==> src/rtl/timer_dev.sv <==
// Memory-mapped countdown timer: CTRL/PRESET/COUNT registers, one-shot or
// auto-reload countdown, and a maskable level interrupt request.
module timer_dev #(
    parameter int unsigned WIDTH = 32
) (
    input  logic        clk,
    input  logic        rst_n,
    input  logic [1:0]  addr,
    input  logic        we,
    input  logic [31:0] wdata,
    output logic [31:0] rdata,
    output logic        irq
);
    typedef enum logic [1:0] {
        S_IDLE,
        S_LOAD,
        S_CNT,
        S_INT
    } state_t;

    localparam logic [1:0]       MODE_RELOAD = 2'd1;
    localparam logic [WIDTH-1:0] ONE         = WIDTH'(1);

    state_t           state, state_nx;
    logic             en, en_nx;
    logic [1:0]       mode, mode_nx;
    logic             im, im_nx;
    logic [WIDTH-1:0] preset, preset_nx;
    logic [WIDTH-1:0] count, count_nx;
    logic             irq_flag, irq_flag_nx;
    logic             ctrl_wr, preset_wr;

    assign ctrl_wr   = we && (addr == 2'd0);
    assign preset_wr = we && (addr == 2'd1);

    // NOTE: every next-value signal starts from its current value, so no path leaves one unassigned and no latch is inferred.
    always_comb begin
        state_nx    = state;
        en_nx       = en;
        mode_nx     = mode;
        im_nx       = im;
        preset_nx   = preset;
        count_nx    = count;
        irq_flag_nx = irq_flag;

        // Auto-reload turns the flag into a one-cycle pulse.
        if (irq_flag && mode == MODE_RELOAD) begin
            irq_flag_nx = 1'b0;
        end

        unique case (state)
            S_IDLE: begin
                if (en) state_nx = S_LOAD;
            end
            S_LOAD: begin
                count_nx = preset;
                state_nx = S_CNT;
            end
            S_CNT: begin
                if (!en) begin
                    state_nx = S_IDLE;
                end else if (count > ONE) begin
                    count_nx = count - ONE;
                end else begin
                    count_nx = '0;
                    state_nx = S_INT;
                end
            end
            S_INT: begin
                irq_flag_nx = 1'b1;
                if (mode == MODE_RELOAD) begin
                    state_nx = S_LOAD;
                end else begin
                    en_nx    = 1'b0;
                    state_nx = S_IDLE;
                end
            end
            default: state_nx = S_IDLE;
        endcase

        // CPU writes are applied last so they win over same-edge FSM updates.
        if (ctrl_wr) begin
            en_nx       = wdata[0];
            mode_nx     = wdata[2:1];
            im_nx       = wdata[3];
            irq_flag_nx = 1'b0;
        end
        if (preset_wr) begin
            preset_nx   = wdata[WIDTH-1:0];
            irq_flag_nx = 1'b0;
        end
    end

    // NOTE: sequential state uses non-blocking assignments so every register samples pre-edge values.
    always_ff @(posedge clk or negedge rst_n) begin
        if (!rst_n) begin
            state    <= S_IDLE;
            en       <= 1'b0;
            mode     <= 2'd0;
            im       <= 1'b0;
            preset   <= '0;
            count    <= '0;
            irq_flag <= 1'b0;
        end else begin
            state    <= state_nx;
            en       <= en_nx;
            mode     <= mode_nx;
            im       <= im_nx;
            preset   <= preset_nx;
            count    <= count_nx;
            irq_flag <= irq_flag_nx;
        end
    end

    always_comb begin
        rdata = '0;
        unique case (addr)
            2'd0:    rdata = {28'd0, im, mode, en};
            2'd1:    rdata = 32'(preset);
            2'd2:    rdata = 32'(count);
            default: rdata = '0;
        endcase
    end

    assign irq = im & irq_flag;
endmodule

==> config.mk <==
export PLATFORM = sky130hd
export DESIGN_NAME = timer_dev
export DESIGN_NICKNAME = d
export VERILOG_FILES = /design/src/rtl/timer_dev.sv
export SDC_FILE = /design/constraint.sdc
export NUM_CORES = 1
export LEC_CHECK = 0
export ABC_CLOCK_PERIOD_IN_PS = 5050
export BUFFER_PORTS_ARGS = -buffer_cell sky130_fd_sc_hd__buf_4
export CORE_MARGIN = 1
export CORE_UTILIZATION = 61
export DETAILED_ROUTE_END_ITERATION = 10
export PLACE_DENSITY = 0.88
export SYNTH_ARGS = -nofsm -noshare
export SYNTH_HDL_FRONTEND = slang
export SYNTH_SLANG_ARGS = --single-unit
export TNS_END_PERCENT = 1
==> constraint.sdc <==
create_clock -name clk -period 5.05 [get_ports clk]
set_clock_uncertainty 0.1 [all_clocks]
set_input_delay 1.01 -clock clk [delete_from_list [all_inputs] [get_ports clk]]
set_output_delay 1.01 -clock clk [all_outputs]
set_load 0.01 [all_outputs]
# Yosys cells after proc, flatten, opt, wreduce, memory -nomap -nowiden
# Cells that the tools add are included.
[totals]
reg_bits = 71
latchBits = 0
mem_bits_rw = 0
rom_bits = 0
inputBits = 37
out_inout_bits = 33
word_cells = 47
n_memories = 0
[op_classes]
addsub = 1
n_mul = 0
div = 0
n_lt_le_gt_ge = 1
n_eq_ne = 10
shifts = 0
n_mux = 16
bitwise_logic = 1
reduce_logical = 11
[op_table]
columns = ["operator", "count"]
rows = [
  ["$pmux W32 S3", 1],
  ["$mux W32", 2],
  ["$pmux W32 S2", 1],
  ["$gt A32 B1 Y1 const B", 1],
  ["$sub A32 B1 Y32 const B", 1],
  ["$mux W1", 8],
  ["$pmux W2 S4", 1],
  ["$eq A2 B1 Y1 const B", 3],
  ["$eq A2 B2 Y1 const B", 3],
  ["$mux W2", 3],
  ["$ne A2 B2 Y1 const B", 3],
  ["$reduce_and A2 Y1", 3],
  ["$logic_not A2 Y1", 2],
  ["$reduce_bool A2 Y1", 2],
  ["$reduce_bool A4 Y1", 1],
  ["$logic_and A1 B1 Y1", 3],
  ["$ne A3 B3 Y1 const B", 1],
  ["$and A1 B1 Y1", 1],
]

# Logic depth before layout (Yosys ltp)
[depth]
depth_word = 6
depth_mapped = 8
ltp_nobuf = 7

# Worst setup path before layout
# OpenSTA, ideal clock, no wires.
[synth_timing]
kind = "input -> output"
start = "input port addr[1]"
end = "output port rdata[10]"
arrival_ns = 2.230
required_ns = 3.940
setup_slack_ns = 1.710
cell_stages = 5
n_path_buf = 3
path_cell_list = "clkbuf_1 -> nor2b_1 -> clkbuf_1 -> buf_1 -> a22o_1"
[synth_via]
elab_chain_cells = 2
word_cells_on_any_way = 4
cone_classes = "eq/ne: 2; mux: 1; reduce/logical: 1"
[synth_rtl]
columns = ["item", "line", "source"]
rows = [
  ["from (decl)", "8", "input logic [1:0] addr,"],
  ["$eq A2 B2 Y1 (tied with other cells)", "117", "unique case (addr)"],
  ["$pmux W32 S3 *", "117", ""],
  ["to (decl)", "11", "output logic [31:0] rdata,"],
]
# Every way passes the cells marked *; elsewhere a longest branch is shown, timed or not.

# Final worst setup path
[layout_timing]
start = "input port addr[0]"
end = "output port rdata[2]"
# Same word-level chain as after synthesis.

==> summary.md <==
| Metric | Value |
|---|---|
| DR vias/cell | `6.79` |
| Final instance area | `0.00487 mm2` |
| Final wirelength | `10500 um` |
| Mux cell area share after synthesis | `0.113` |
| Hold Crit Class | `reg2reg` |
| Worst endpoint data arrival time | `2.48 ns` |
| CTS Sinks | `71` |
| Relative slew slack | `0.403` |
| Top cell by count, worst path | `buf_4` |
| Vias in the first global route | `3769` |
| FF-to-FF End | `count[8]` |
| Worst setup path endpoint | `rdata[2]` |
| RSZ-0062 raised after global routing | `false` |
| Post-CTS Hold Buffers | `0` |
| Clock Latency Late Sink | `0.36 ns` |
| Clock buffer depth | `2` |
| FFs w/ async S/R, synth | `1.00` |
| Largest net degree at the start of global routing | `72` |
| Overall power | `2.53 mW` |
| Critical path class | `in2out` |
| Worst IR drop on VDD | `288 uV` |
| Final nets | `507` |
| Compound-Gate Fraction of Synth Area | `0.205` |
| XOR/XNOR Fraction of Synth Area | `0` |
| Fraction of the yosys area taken by sequential cells | `0.432` |
| PostCTS Resize Cnt | `0` |
| Inserted Diodes | `0` |
| Netlist cell types | `49` |
| Leakage power | `2.08 nW` |
| Post-synthesis adder-cell area fraction | `0.00609` |
| Syn Nets | `453` |
| Cell count after placement | `534` |
| R2r startpoint | `count[8]` |
| Die Ht | `84.1 um` |
| Least-Margin Pin Slew | `0.896 ns` |
| Post-Synth Simple-Gate Area | `0.205` |
| DRT iter0 DRCs | `351` |
| First-pass detailed-route iteration total | `8` |
| Global Route met2 Usage | `0.525` |
| CP required | `3.94 ns` |
| Die Wd | `84.1 um` |
| Final setup TNS | `0 ns` |
| HPWL Detailed | `6910 um` |
| Worst path cell trace | `buf_4, nor2b_2, buf_4, nand2_1, o21ai_0, buf_4` |
| Register Area | `0.00178 mm2` |
| DR vias | `3735` |
| Layout cells sized above 1 | `0.309` |
| CP Buf/Inv Count | `3` |
| CTS tree | `done` |
| Most Crowded Layer GR | `met2` |
| CP max stage delay | `0.64 ns` |
| Status | `complete, but fails checks` |
| Core Rows | `29` |
| Root buf cell | `clkbuf_8` |
| Tot GR Track Use | `0.323` |
| IO Port Bufs | `69` |
| Gp weighted congestion | `0.946` |
| Clock Pin Slew Worst Setup and Hold Paths | `0.07 ns` |
| Final hold vios | `0` |
| # IOs | `70` |
| Clock buffer count from CTS | `9` |
| H-tree depth | `3` |
| FMAX | `278 MHz` |
| Drt drc | `6` |
| Final ANT Viol Nets | `0` |
| Starting Density | `0.640` |
| Post-synth top area cell | `dfrtp_1` |
| Synth top area cells | `dfrtp_1, mux2_2, a22o_1` |
| Crit. End Element | `primary output` |
| Mapped Avg Cell Area | `9.93 um2` |
| Yosys top cell area share | `0.432` |
| Min Tclk post-route | `3.59 ns` |
| Failing checks | `design-rule violations` |
| Per-cell routed wire length | `19.2 um` |
| Final Max Slew Viols | `0` |
| Worst reg2reg setup slack | `1.82 ns` |
| Main combinational cell family by area after synthesis | `simple AND/OR/NAND/NOR gates` |
| Crit path max-delay family | `simple AND/OR/NAND/NOR gates` |
| Crit path depth | `6` |
| Period Utilization, post-route | `0.711` |
| Syn. warnings | `0` |
| Met3 Track Usage GR | `0.0564` |
| Top FF cell, synth | `dfrtp_1` |
| Post-Synthesis Cells | `414` |
| Pwr/cell area | `519 mW/mm2` |
| Startpoint types | `input port` |
| Core area | `0.00642 mm2` |
| Placed cell area | `0.00465 mm2` |
| Post-CTS Setup Inserts | `0` |
| Critical path launch point | `addr[0]` |
| Slowest cell on the critical path | `nor2b_2` |
| Area Growth Syn to Fin | `18.4%` |
| Met1 GRT Util | `0.421` |
| Synth Register Bits | `71` |
| Area of the multi-input gates | `0.00219 mm2` |
| Die area | `0.00707 mm2` |
| Post-synth EDFFs | `0` |
| Remaining global-route overflow | `0` |
| Cells on worst reg2reg path | `5` |
| Max cap viols | `0` |
| First-pass GRT wire length | `18200 um` |
| # setup viols final | `0` |
| Filler cells | `466` |
| Initial antenna violation count | `0` |
| Critical Path Fanout Max | `18` |
| Cell Count, Final, Fillers Out | `550` |
| Hold Crit Depth | `1` |
| Syn Std Cell Area | `0.00411 mm2` |
[where the power goes]
| group | internal [mW] | switching [mW] | total, mW |
|---|---|---|---|
| clock | 0.268 | 0.224 | 0.493 |
| combinational | 0.448 | 0.549 | 0.998 |
| sequential | 0.766 | 0.273 | 1.04 |
[layout make-up]
class	count	share of cell area
Clock inverter	4	0.0108
Clock buffer	12	0.0339
Timing Repair Buffer	75	0.116
Inverter	7	0.00540
Tap cell	77	0.0198
Multi-Input combinational cell	304	0.449
Sequential cell	71	0.365
[through the flow]
| step | setup slack (ns) | utilization | hold slack (ns) |
|---|---|---|---|
| CTS | 1.49 | 0.758 | 0.431 |
| global route | 1.36 | 0.758 | 0.458 |
| finish | 1.46 | 0.758 | 0.434 |
| floorplan | 1.71 | - | 0.372 |
| detailed placement | 1.51 | 0.724 | 0.417 |
| global placement | 1.60 | 0.724 | 0.408 |
[routing by layer]
metal	vias to the layer above	share of wire
met5	-	0
met4	0	0.023
met3	27	0.070
met2	171	0.49
met1	1836	0.41
li1	1701	-
[layout by cell type, fill, tap and decap left out, types with 12 or more instances in the layout]
master and n:
nor2_1 13, dfrtp_1 71, mux2_2 35, a22o_1 28
o21ai_0 18, a21oi_1 18, clkbuf_8 12, buf_4 75
a22oi_1 20, nand2_1 20, nand3_1 14, nand4_1 21
[flip-flops by register name (all words and copies together) (netlist names)]
register and flops:
state 2, preset 32, irq_flag 1, count 32
en 1, mode 2, im 1
[synth_stat cells, drive strengths merged (6+ instances only)]
| cell type | count |
|---|---|
| nand2 | 21 |
| o21ai | 18 |
| dfrtp | 71 |
| inv | 7 |
| nand4 | 22 |
| a22oi | 20 |
| clkbuf | 22 |
| nand3 | 15 |
| mux2 | 35 |
| buf | 10 |
| nor2b | 8 |
| o211ai | 10 |
| nor4 | 6 |
| nor3 | 13 |
| and3 | 11 |
| mux2i | 7 |
| a22o | 28 |
| or3 | 12 |
| nor2 | 16 |
| a21oi | 18 |
[logic make-up after synthesis]
logic type                 after synthesis
AOI/OAI and AO/OA                      117
adders and majority gates                2
buffers and inverters                   39
DFF                                     71
muxes                                   42
and+or+nand+nor                        143
[worst reg2reg max path, delay by kind of cell (launching register included)]
kind,cells,cell delay (ns)
compound gates,1,0.21
simple gates,4,2.29
flops,1,0.48
[worst min path at each step]
stage                    start          to  slack [ns]
floorplan            preset[3]    count[3]        0.37
global placement    preset[29]  preset[29]        0.41
detailed placement   preset[3]    count[3]        0.42
CTS                  preset[3]    count[3]        0.43
global route        preset[31]  preset[31]        0.46
finish              preset[21]  preset[21]        0.43
(Power assumes the default switching activity.)
